$ cat src/rtl/computer_pkg.sv
// Shared encodings for the accumulator computer: sequencer states,
// instruction opcodes, ALU opcodes and datapath mux selects.
package computer_pkg;

   typedef enum logic [3:0] {
      S_HALT,
      S_F0,
      S_F1,
      S_F2,
      S_F3,
      S_DEC,
      S_E0,
      S_E1,
      S_E2,
      S_E3
   } state_t;

   // Instruction opcodes, ir[15:12]
   localparam logic [3:0] OP_HALT  = 4'h0;
   localparam logic [3:0] OP_LOAD  = 4'h1;
   localparam logic [3:0] OP_STORE = 4'h2;
   localparam logic [3:0] OP_ADD   = 4'h3;
   localparam logic [3:0] OP_SUB   = 4'h4;
   localparam logic [3:0] OP_AND   = 4'h5;
   localparam logic [3:0] OP_OR    = 4'h6;
   localparam logic [3:0] OP_XOR   = 4'h7;
   localparam logic [3:0] OP_SHL   = 4'h8;
   localparam logic [3:0] OP_SHR   = 4'h9;
   localparam logic [3:0] OP_JUMP  = 4'hA;
   localparam logic [3:0] OP_JUMPZ = 4'hB;
   localparam logic [3:0] OP_JUMPN = 4'hC;

   // ALU opcodes, shared with the ALU
   localparam logic [3:0] ALU_ADD = 4'b0000;
   localparam logic [3:0] ALU_SUB = 4'b0001;
   localparam logic [3:0] ALU_SHL = 4'b0100;
   localparam logic [3:0] ALU_SHR = 4'b0101;
   localparam logic [3:0] ALU_AND = 4'b1000;
   localparam logic [3:0] ALU_OR  = 4'b1001;
   localparam logic [3:0] ALU_XOR = 4'b1010;

   // Datapath mux selects
   localparam logic PC_SEL_INC  = 1'b0;
   localparam logic PC_SEL_IR   = 1'b1;
   localparam logic MAR_SEL_PC  = 1'b0;
   localparam logic MAR_SEL_IR  = 1'b1;
   localparam logic MBR_SEL_MEM = 1'b0;
   localparam logic MBR_SEL_ACC = 1'b1;
   localparam logic ACC_SEL_MBR = 1'b0;
   localparam logic ACC_SEL_ALU = 1'b1;

   typedef enum logic [2:0] {
      IC_MEM_ALU,
      IC_LOAD,
      IC_STORE,
      IC_SHIFT,
      IC_JUMP,
      IC_HALT,
      IC_ILLEGAL
   } iclass_t;

   typedef enum logic [1:0] {
      JC_NONE,
      JC_ALWAYS,
      JC_ZERO,
      JC_NEG
   } jcond_t;

   // Resolves a branch condition against the accumulator flags.
   function automatic logic branch_taken(input jcond_t cond, input logic zero, input logic neg);
      logic taken;
      case (cond)
         JC_ALWAYS: taken = 1'b1;
         JC_ZERO:   taken = zero;
         JC_NEG:    taken = neg;
         default:   taken = 1'b0;
      endcase
      return taken;
   endfunction

endpackage

$ cat src/rtl/instr_decoder.sv
// Combinational opcode decode: instruction class, ALU opcode and branch
// condition for the sequencer.
module instr_decoder
   import computer_pkg::*;
(
   input  logic [3:0] opcode,
   output iclass_t    iclass,
   output logic [3:0] alu_op,
   output jcond_t     jump_cond
);

   // Opcode to class / ALU op / branch condition lookup
   always_comb begin
      iclass    = IC_ILLEGAL;
      alu_op    = ALU_ADD;
      jump_cond = JC_NONE;
      case (opcode)
         OP_HALT:  iclass = IC_HALT;
         OP_LOAD:  iclass = IC_LOAD;
         OP_STORE: iclass = IC_STORE;
         OP_ADD: begin
            iclass = IC_MEM_ALU;
            alu_op = ALU_ADD;
         end
         OP_SUB: begin
            iclass = IC_MEM_ALU;
            alu_op = ALU_SUB;
         end
         OP_AND: begin
            iclass = IC_MEM_ALU;
            alu_op = ALU_AND;
         end
         OP_OR: begin
            iclass = IC_MEM_ALU;
            alu_op = ALU_OR;
         end
         OP_XOR: begin
            iclass = IC_MEM_ALU;
            alu_op = ALU_XOR;
         end
         OP_SHL: begin
            iclass = IC_SHIFT;
            alu_op = ALU_SHL;
         end
         OP_SHR: begin
            iclass = IC_SHIFT;
            alu_op = ALU_SHR;
         end
         OP_JUMP: begin
            iclass    = IC_JUMP;
            jump_cond = JC_ALWAYS;
         end
         OP_JUMPZ: begin
            iclass    = IC_JUMP;
            jump_cond = JC_ZERO;
         end
         OP_JUMPN: begin
            iclass    = IC_JUMP;
            jump_cond = JC_NEG;
         end
         default: iclass = IC_ILLEGAL;
      endcase
   end

endmodule

$ cat src/rtl/control_sequencer.sv
// Fetch/decode/execute controller for the accumulator computer. Drives the
// register write enables and mux selects, the ALU opcode and the memory
// write enable, one instruction at a time.
//
// state  | meaning
// -------+----------------------------------------------------------
// S_HALT | idle, waiting for start
// S_F0   | MAR <- PC
// S_F1   | memory reads MAR, PC <- PC+1
// S_F2   | MBR <- memory data
// S_F3   | IR <- MBR
// S_DEC  | dispatch on opcode (HALT retires here, illegal sets error)
// S_E0   | operand address to MAR / store setup / shift / branch
// S_E1   | operand memory read, or store write
// S_E2   | MBR <- operand
// S_E3   | ACC <- MBR or ALU result
module control_sequencer
   import computer_pkg::*;
(
   input  logic        clock,
   input  logic        reset_n,
   input  logic        start,
   input  logic        step_mode,
   input  logic [15:0] ir,
   input  logic        acc_zero,
   input  logic        acc_neg,
   output logic        pc_write,
   output logic        pc_sel,
   output logic        mar_write,
   output logic        mar_sel,
   output logic        mbr_write,
   output logic        mbr_sel,
   output logic        ir_write,
   output logic        acc_write,
   output logic        acc_sel,
   output logic        mem_write,
   output logic [3:0]  alu_op,
   output logic        halted,
   output logic        error,
   output logic        instr_retired
);

   state_t     state_q;
   state_t     state_d;
   logic       error_q;
   logic       error_d;
   logic       retire;
   iclass_t    iclass;
   logic [3:0] dec_alu_op;
   jcond_t     jump_cond;
   logic       jump_taken;

   // The address field is consumed by the datapath muxes, not by the sequencer.
   logic       unused_ir_addr;
   assign unused_ir_addr = ^ir[11:0];

   instr_decoder u_instr_decoder (
      .opcode    (ir[15:12]),
      .iclass    (iclass),
      .alu_op    (dec_alu_op),
      .jump_cond (jump_cond)
   );

   assign jump_taken = branch_taken(jump_cond, acc_zero, acc_neg);
   assign error      = error_q;

   // State and sticky error registers; reset parks the sequencer in S_HALT
   always_ff @(posedge clock or negedge reset_n) begin
      if (!reset_n) begin
         state_q <= S_HALT;
         error_q <= 1'b0;
      end else begin
         state_q <= state_d;
         error_q <= error_d;
      end
   end

   // Next-state and strobe decode from the current state and IR
   always_comb begin
      state_d       = state_q;
      error_d       = error_q;
      retire        = 1'b0;
      pc_write      = 1'b0;
      pc_sel        = PC_SEL_INC;
      mar_write     = 1'b0;
      mar_sel       = MAR_SEL_PC;
      mbr_write     = 1'b0;
      mbr_sel       = MBR_SEL_MEM;
      ir_write      = 1'b0;
      acc_write     = 1'b0;
      acc_sel       = ACC_SEL_MBR;
      mem_write     = 1'b0;
      alu_op        = ALU_ADD;
      halted        = 1'b0;
      instr_retired = 1'b0;

      case (state_q)
         S_HALT: begin
            halted = 1'b1;
            if (start) begin
               state_d = S_F0;
               error_d = 1'b0;
            end
         end
         S_F0: begin
            mar_write = 1'b1;
            mar_sel   = MAR_SEL_PC;
            state_d   = S_F1;
         end
         S_F1: begin
            pc_write = 1'b1;
            pc_sel   = PC_SEL_INC;
            state_d  = S_F2;
         end
         S_F2: begin
            mbr_write = 1'b1;
            mbr_sel   = MBR_SEL_MEM;
            state_d   = S_F3;
         end
         S_F3: begin
            ir_write = 1'b1;
            state_d  = S_DEC;
         end
         S_DEC: begin
            case (iclass)
               IC_HALT: begin
                  instr_retired = 1'b1;
                  state_d       = S_HALT;
               end
               IC_ILLEGAL: begin
                  error_d = 1'b1;
                  state_d = S_HALT;
               end
               default: state_d = S_E0;
            endcase
         end
         S_E0: begin
            case (iclass)
               IC_MEM_ALU, IC_LOAD: begin
                  mar_write = 1'b1;
                  mar_sel   = MAR_SEL_IR;
                  state_d   = S_E1;
               end
               IC_STORE: begin
                  mar_write = 1'b1;
                  mar_sel   = MAR_SEL_IR;
                  mbr_write = 1'b1;
                  mbr_sel   = MBR_SEL_ACC;
                  state_d   = S_E1;
               end
               IC_SHIFT: begin
                  acc_write = 1'b1;
                  acc_sel   = ACC_SEL_ALU;
                  alu_op    = dec_alu_op;
                  retire    = 1'b1;
               end
               IC_JUMP: begin
                  // Untaken branches retire with the PC left alone.
                  pc_write = jump_taken;
                  pc_sel   = jump_taken ? PC_SEL_IR : PC_SEL_INC;
                  retire   = 1'b1;
               end
               default: state_d = S_HALT;
            endcase
         end
         S_E1: begin
            case (iclass)
               IC_STORE: begin
                  mem_write = 1'b1;
                  retire    = 1'b1;
               end
               IC_MEM_ALU, IC_LOAD: state_d = S_E2;
               default:             state_d = S_HALT;
            endcase
         end
         S_E2: begin
            mbr_write = 1'b1;
            mbr_sel   = MBR_SEL_MEM;
            state_d   = S_E3;
         end
         S_E3: begin
            acc_write = 1'b1;
            if (iclass == IC_MEM_ALU) begin
               acc_sel = ACC_SEL_ALU;
               alu_op  = dec_alu_op;
            end else begin
               acc_sel = ACC_SEL_MBR;
            end
            retire = 1'b1;
         end
         default: state_d = S_HALT;
      endcase

      // step_mode only matters on the retire cycle.
      if (retire) begin
         instr_retired = 1'b1;
         state_d       = step_mode ? S_HALT : S_F0;
      end
   end

endmodule

$ cat config.mk
export PLATFORM = sky130hd
export DESIGN_NAME = control_sequencer
export DESIGN_NICKNAME = d
export VERILOG_FILES = /design/src/rtl/computer_pkg.sv /design/src/rtl/instr_decoder.sv /design/src/rtl/control_sequencer.sv
export SDC_FILE = /design/constraint.sdc
export NUM_CORES = 1
export LEC_CHECK = 0
export CAP_MARGIN = 10
export CORE_MARGIN = 3
export CORE_UTILIZATION = 39
export CTS_CLUSTER_SIZE = 16
export DETAILED_ROUTE_END_ITERATION = 10
export GPL_ROUTABILITY_DRIVEN = 0
export GPL_TIMING_DRIVEN = 0
export PLACE_DENSITY = 0.9
export SETUP_SLACK_MARGIN = 0.3
export SLEW_MARGIN = 0
export SYNTH_ARGS = -nofsm -noshare
export SYNTH_HDL_FRONTEND = slang
export SYNTH_HIERARCHICAL = 1
export SYNTH_SLANG_ARGS = --single-unit
$ cat constraint.sdc
create_clock -name clock -period 3.65 [get_ports clock]
set_clock_uncertainty 0.2 [all_clocks]
set_input_delay 0.73 -clock clock [delete_from_list [all_inputs] [get_ports clock]]
set_output_delay 0.73 -clock clock [all_outputs]
set_load 0.01 [all_outputs]
==> Word level (Yosys, flattened, before mapping) <==
Cells that the tools add are included.
{ "word_totals": {"register_bits": 5, "latch_bits": 0, "ram_bits": 0, "romBits": 0, "in_bits": 22, "out_inout_bits": 17, "elab_cells": 92, "n_memories": 0} }
{ "classes": {"addsub": 0, "mul": 0, "div": 0, "n_lt_le_gt_ge": 0, "n_eq_ne": 36, "n_shift": 0, "muxes": 40, "bitwise": 0, "reduce_logical": 14} }
{ "ops": {"columns": ["op", "count"], "rows": [
  ["case mux 4 bit (10 select lines)", 1],
  ["equality test 4 x 3 -> 1 bit, second input constant", 8],
  ["equality test 4 bit, second input constant", 7],
  ["case mux 4 bit (2 select lines)", 3],
  ["case mux 4 bit (6 select lines)", 1],
  ["2-to-1 mux 1 bit", 20],
  ["case mux 3 bit (6 select lines)", 1],
  ["equality test 4 x 2 -> 1 bit, second input constant", 4],
  ["2-to-1 mux 4 bit", 4],
  ["case mux 1 bit (2 select lines)", 6],
  ["OR reduction 2 bit", 5],
  ["equality test 3 bit, second input constant", 3],
  ["!= test 3 bit, second input constant", 3],
  ["equality test 4 x 1 -> 1 bit, second input constant", 2],
  ["zero test 4 bit", 2],
  ["equality test 3 x 2 -> 1 bit, second input constant", 2],
  ["!= test 2 bit, second input constant", 3],
  ["case mux 1 bit (3 select lines)", 2],
  ["case mux 2 bit (3 select lines)", 1],
  ["OR reduction 3 bit", 2],
  ["OR reduction 5 bit", 1],
  ["equality test 2 bit, second input constant", 2],
  ["AND reduction 4 bit", 1],
  ["equality test 3 x 1 -> 1 bit, second input constant", 1],
  ["other kinds (5)", 5]
]} }

==> Logic depth before layout (Yosys ltp) <==
{ "logic_depth": {"word_depth": 9, "mapped_depth": 7} }

==> Cells and area by module <==
The synthesis kept the hierarchy.
{ "modules_own_cells": {"columns": ["module", "instances", "cells_per_inst", "area_per_inst_um2"], "rows": [
  ["control_sequencer", 1, 79, 601.8],
  ["instr_decoder", 1, 21, 161.4]
]} }

==> Worst setup path after synthesis <==
OpenSTA, ideal clock, no wires.
{ "synth_path": {"path_type": "input to output", "from": "input ir[13]", "to": "output pc_write", "t_arrival_ns": 2.320, "required_ns": 2.720, "slack_ns": 0.400, "stages": 7, "n_path_buf": 1, "cell_sequence": "buf_2 or3b_1 a21boi_1 a21oi_1 a31oi_1 nand3_1 a2111oi_1"} }
{ "synth_via": {"elab_chain_len": 6, "word_cells_on_any_way": 25, "cone_classes": "eq/ne (16); mux (5); reduce/logical (4)"} }
{ "synth_lines": {"columns": ["item", "line", "rtl"], "rows": [
  ["from (decl)", "control_sequencer.sv:24", "input logic [15:0] ir,"],
  ["equality test 4 bit", "instr_decoder.sv:17", "case (opcode)"],
  ["case mux 2 bit (3 select lines) (*)", "instr_decoder.sv:17", null],
  ["via jump_cond[1]", "control_sequencer.sv:50", "jcond_t jump_cond;"],
  ["equality test 2 bit or equality test 2 x 1 -> 1 bit (tied branches)", "computer_pkg.sv:72", "case (cond)"],
  ["case mux 1 bit (3 select lines) (*)", "computer_pkg.sv:72", null],
  ["2-to-1 mux 1 bit (*)", "control_sequencer.sv:138", "case (iclass)"],
  ["case mux 1 bit (2 select lines) (*)", "control_sequencer.sv:97", "case (state_q)"],
  ["to (decl)", "control_sequencer.sv:27", "output logic pc_write,"]
]} }
Mark *: on every way through the listed nets, which the timed path passes. The rest lies on a longest branch.

==> Worst setup path after layout <==
{ "layout_path": {"from": "input ir[14]", "to": "output alu_op[3]"} }
{ "layout_via": {"elab_chain_len": 6, "word_cells_on_any_way": 23, "cone_classes": "eq/ne (13); mux (5); reduce/logical (5)"} }
{ "layout_lines": {"columns": ["item", "line", "rtl"], "rows": [
  ["equality test 4 x 2 -> 1 bit, or another cell as far along", "instr_decoder.sv:17", null],
  ["OR reduction 5 bit (no line), or another cell as far along", null, null],
  ["case mux 3 bit (6 select lines) (*)", "instr_decoder.sv:17", null],
  ["via iclass[1]", "control_sequencer.sv:48", "iclass_t iclass;"],
  ["equality test 3 x 2 -> 1 bit or zero test 3 bit (tied branches)", "control_sequencer.sv:138, control_sequencer.sv:183", null],
  ["2-to-1 mux 4 bit, on equally long branches", "control_sequencer.sv:138, control_sequencer.sv:183", null],
  ["case mux 4 bit (2 select lines) (*)", "control_sequencer.sv:97", null],
  ["to (decl)", "control_sequencer.sv:37", "output logic [3:0] alu_op,"]
]} }
Marks and branches as above.

==> flow_metrics.env <==
export IMPL_slew_headroom_pct=75.0
export IMPL_antenna_found_initial=0
export IMPL_startpoint_type="input pin"
export IMPL_clock_sinks=5
export IMPL_hold_depth=1
export IMPL_worstSetupPathType="in2out"
export IMPL_cts_tree="built"
export IMPL_worst_pin_slew_ps=373
export IMPL_synthArstFlopShare_pct=100
export IMPL_syn_area_um2=763
export IMPL_fin_crit_ps=3370
export IMPL_layout_commonest_cell="nor2_1"
export IMPL_placed_cell_area_um2=1030
export IMPL_instances_no_fill=163
export IMPL_wl_mm=2.58
export IMPL_synth_ff_type="dfrtp_1"
export IMPL_grt_pass1_vias=944
export IMPL_p_leak_nw=0.497
export IMPL_crit_top_cell="buf_4"
export IMPL_end_kind="output pin"
export IMPL_layout_drive_gt1_share_pct=29.7
export IMPL_required_ps=2720
export IMPL_fmax_mhz=297
export IMPL_worstHoldStart="error"
export IMPL_cts_hold_buf=0
export IMPL_root_buffer="clkbuf_4"
export IMPL_clkSlewWorstSetupHoldPaths_ps=50
export IMPL_fin_crit_sh_pct=92.3
export IMPL_multiInputGateArea_um2=624
export IMPL_drt_wirelength_per_cell_um=15.8
export IMPL_die_w_um=50.2
export IMPL_ant_nets=0
export IMPL_grt_first_pass_wirelength_mm=4.19
export IMPL_regToRegSetupSlack_ps=1890
export IMPL_port_buffers=24
export IMPL_clk_latency_ps=250
export IMPL_ys_ff_latch=5
export IMPL_register_area_um2=125
export IMPL_r2r_end="state_q[1]"
export IMPL_netlist_instances=100
export IMPL_cp_slowest_cell="or4b_4"
export IMPL_cp_max_fo=8
export IMPL_rr_worst_depth=5
export IMPL_drt_iter0_drc=48
export IMPL_drc=0
export IMPL_placed_cells=149
export IMPL_cts_buffers=3
export IMPL_hold_viol=0
export IMPL_dp_hpwl_mm=1.54
export IMPL_die_h_um=50.2
export IMPL_layout_common_cells="nor2_1, buf_4, clkdlybuf4s50_1"
export IMPL_hp_class="reg2reg"
export IMPL_dr_pass1_iters=4
export IMPL_antenna_cells=0
export IMPL_nFillCells=145
export IMPL_slowest_delay_ps=540
export IMPL_ys_seq_area_share_pct=16.4
export IMPL_synth_top_area_share_pct=16.4
export IMPL_grt_max_degree=11
export IMPL_avgSynthCellArea_um2=7.63
export IMPL_die_area_um2=2520
export IMPL_crit_chain="buf_4 -> or4b_4 -> o211ai_4 -> nor2_2 -> buf_4 -> o2bb2a_4 -> nor2_4 -> and2_1 -> clkdlybuf4s15_1"
export IMPL_powerDensity_nw_per_um2=480
export IMPL_layout_nets=161
export IMPL_start_util_pct=42.8
export IMPL_ys_types=43
export IMPL_cts_max_level=1
export IMPL_ctsLongestPathBuffers=2
export IMPL_ys_top_cells_by_area="dfrtp_1, nor2_1, nor2b_1"
export IMPL_final_util_pct=65.1
export IMPL_grt_usage_pct=21.1
export IMPL_rsz0062_at_grt="true"
export IMPL_outcome="complete, no violations"
export IMPL_synth_area_leader_cell="dfrtp_1"
export IMPL_vias=971
export IMPL_synth_edf_count=0
export IMPL_num_io_pins=39
export IMPL_cp_data_arrival_time_ps=2440
export IMPL_ir_drop_mv=0.377
export IMPL_finalMaxSlewViolations=0
export IMPL_core_area_um2=1780
export IMPL_routed_via_density=5.96
export IMPL_final_setup_viol_count=0
export IMPL_area_growth_pct=52.0
export IMPL_syn_num_nets=122
export IMPL_stdcell_area_um2=1160
export IMPL_rows=15
export IMPL_hold_end="error"
export IMPL_max_cap_viol_count=0
export IMPL_yosysWarnings=6
export IMPL_grt_overflow=0
export IMPL_r2r_start="state_q[1]"
## worst max path at each step
stage                     startpoint        end  slack [ps]  cells after the start
after detailed placement      ir[14]  mar_write        -600                      8
after global routing          ir[14]  alu_op[3]         250                      9
final                         ir[14]  alu_op[3]         280                      9
after global placement        ir[14]  mar_write        -560                      8
after floorplan               ir[13]   pc_write         400                      7
after CTS                     ir[14]  alu_op[2]         330                      9
## kinds of logic (layout without fill, tap and decap cells)
kind of cell	count (synthesis)	count (layout)	synth area share (%)
AND/OR/NAND/NOR	54	54	42.1
buffers and inverters	10	48	8.03
XOR/XNOR	2	2	2.30
flip-flops	5	5	16.4
AO/OA/AOI/OAI	27	27	26.7
multiplexers	2	2	4.43
## sequential cells by signal, summed over array words and instances (netlist names)
register	count
state_q	4
error	1
## routing by layer
layer	vias to the layer above	routed length [µm]	GRT usage (%)
met5	-	0	0
met4	0	37	6.91
met3	6	228	6.23
met2	62	1290	35.4
met1	460	1020	25.3
li1	443	-	-
## critical path: cells and delay by family
family / cells / cell delay (ps)
buf+inv: 3 / 520
compound gates: 2 / 340
simple gates: 4 / 840
## area by class of cell
cell class,instances,share of cell area (%)
multi-input combinational,85,53.8
timing repair buffer,34,24.9
sequential,5,10.8
buffer,7,4.53
tap,25,2.70
clock buffer,4,2.27
inverter,3,0.971
## cell usage after synthesis, types with 3 or more instances
| master | number |
|---|---|
| nor2_1 | 16 |
| inv_1 | 3 |
| nand2_1 | 8 |
| and2_1 | 4 |
| dfrtp_1 | 5 |
| nand2b_1 | 3 |
| a21oi_1 | 5 |
| o21ai_0 | 3 |
| nor2b_1 | 5 |
| buf_2 | 4 |
## timing repair
item                       CTS  global route
gates resized for setup     46             7
setup endpoints to repair   14             9
setup buffers                7             3
pin swaps                    4             5
## power by group
| group | leakage [nW] | internal (mW) | total (mW) | switching (mW) |
|---|---|---|---|---|
| clock network | 0.0150 | 0.0414 | 0.0662 | 0.0247 |
| logic | 0.418 | 0.180 | 0.382 | 0.202 |
| registers | 0.0645 | 0.0794 | 0.108 | 0.0290 |
## metrics by stage
| step | hold WS (ps) | total power, mW | setup WS [ps] | TNS, ps |
|---|---|---|---|---|
| 3_3_place_gp | 296 | 0.454 | -557 | -6070 |
| 4_1_cts | 305 | 0.541 | 325 | 0 |
| 2_1_floorplan | 234 | 0.339 | 400 | 0 |
| 5_1_grt | 332 | 0.605 | 246 | 0 |
| 6_report | 304 | 0.557 | 281 | 0 |
| 3_5_place_dp | 290 | 0.465 | -604 | -6810 |
Note: power is estimated with default switching activity, not from simulation.
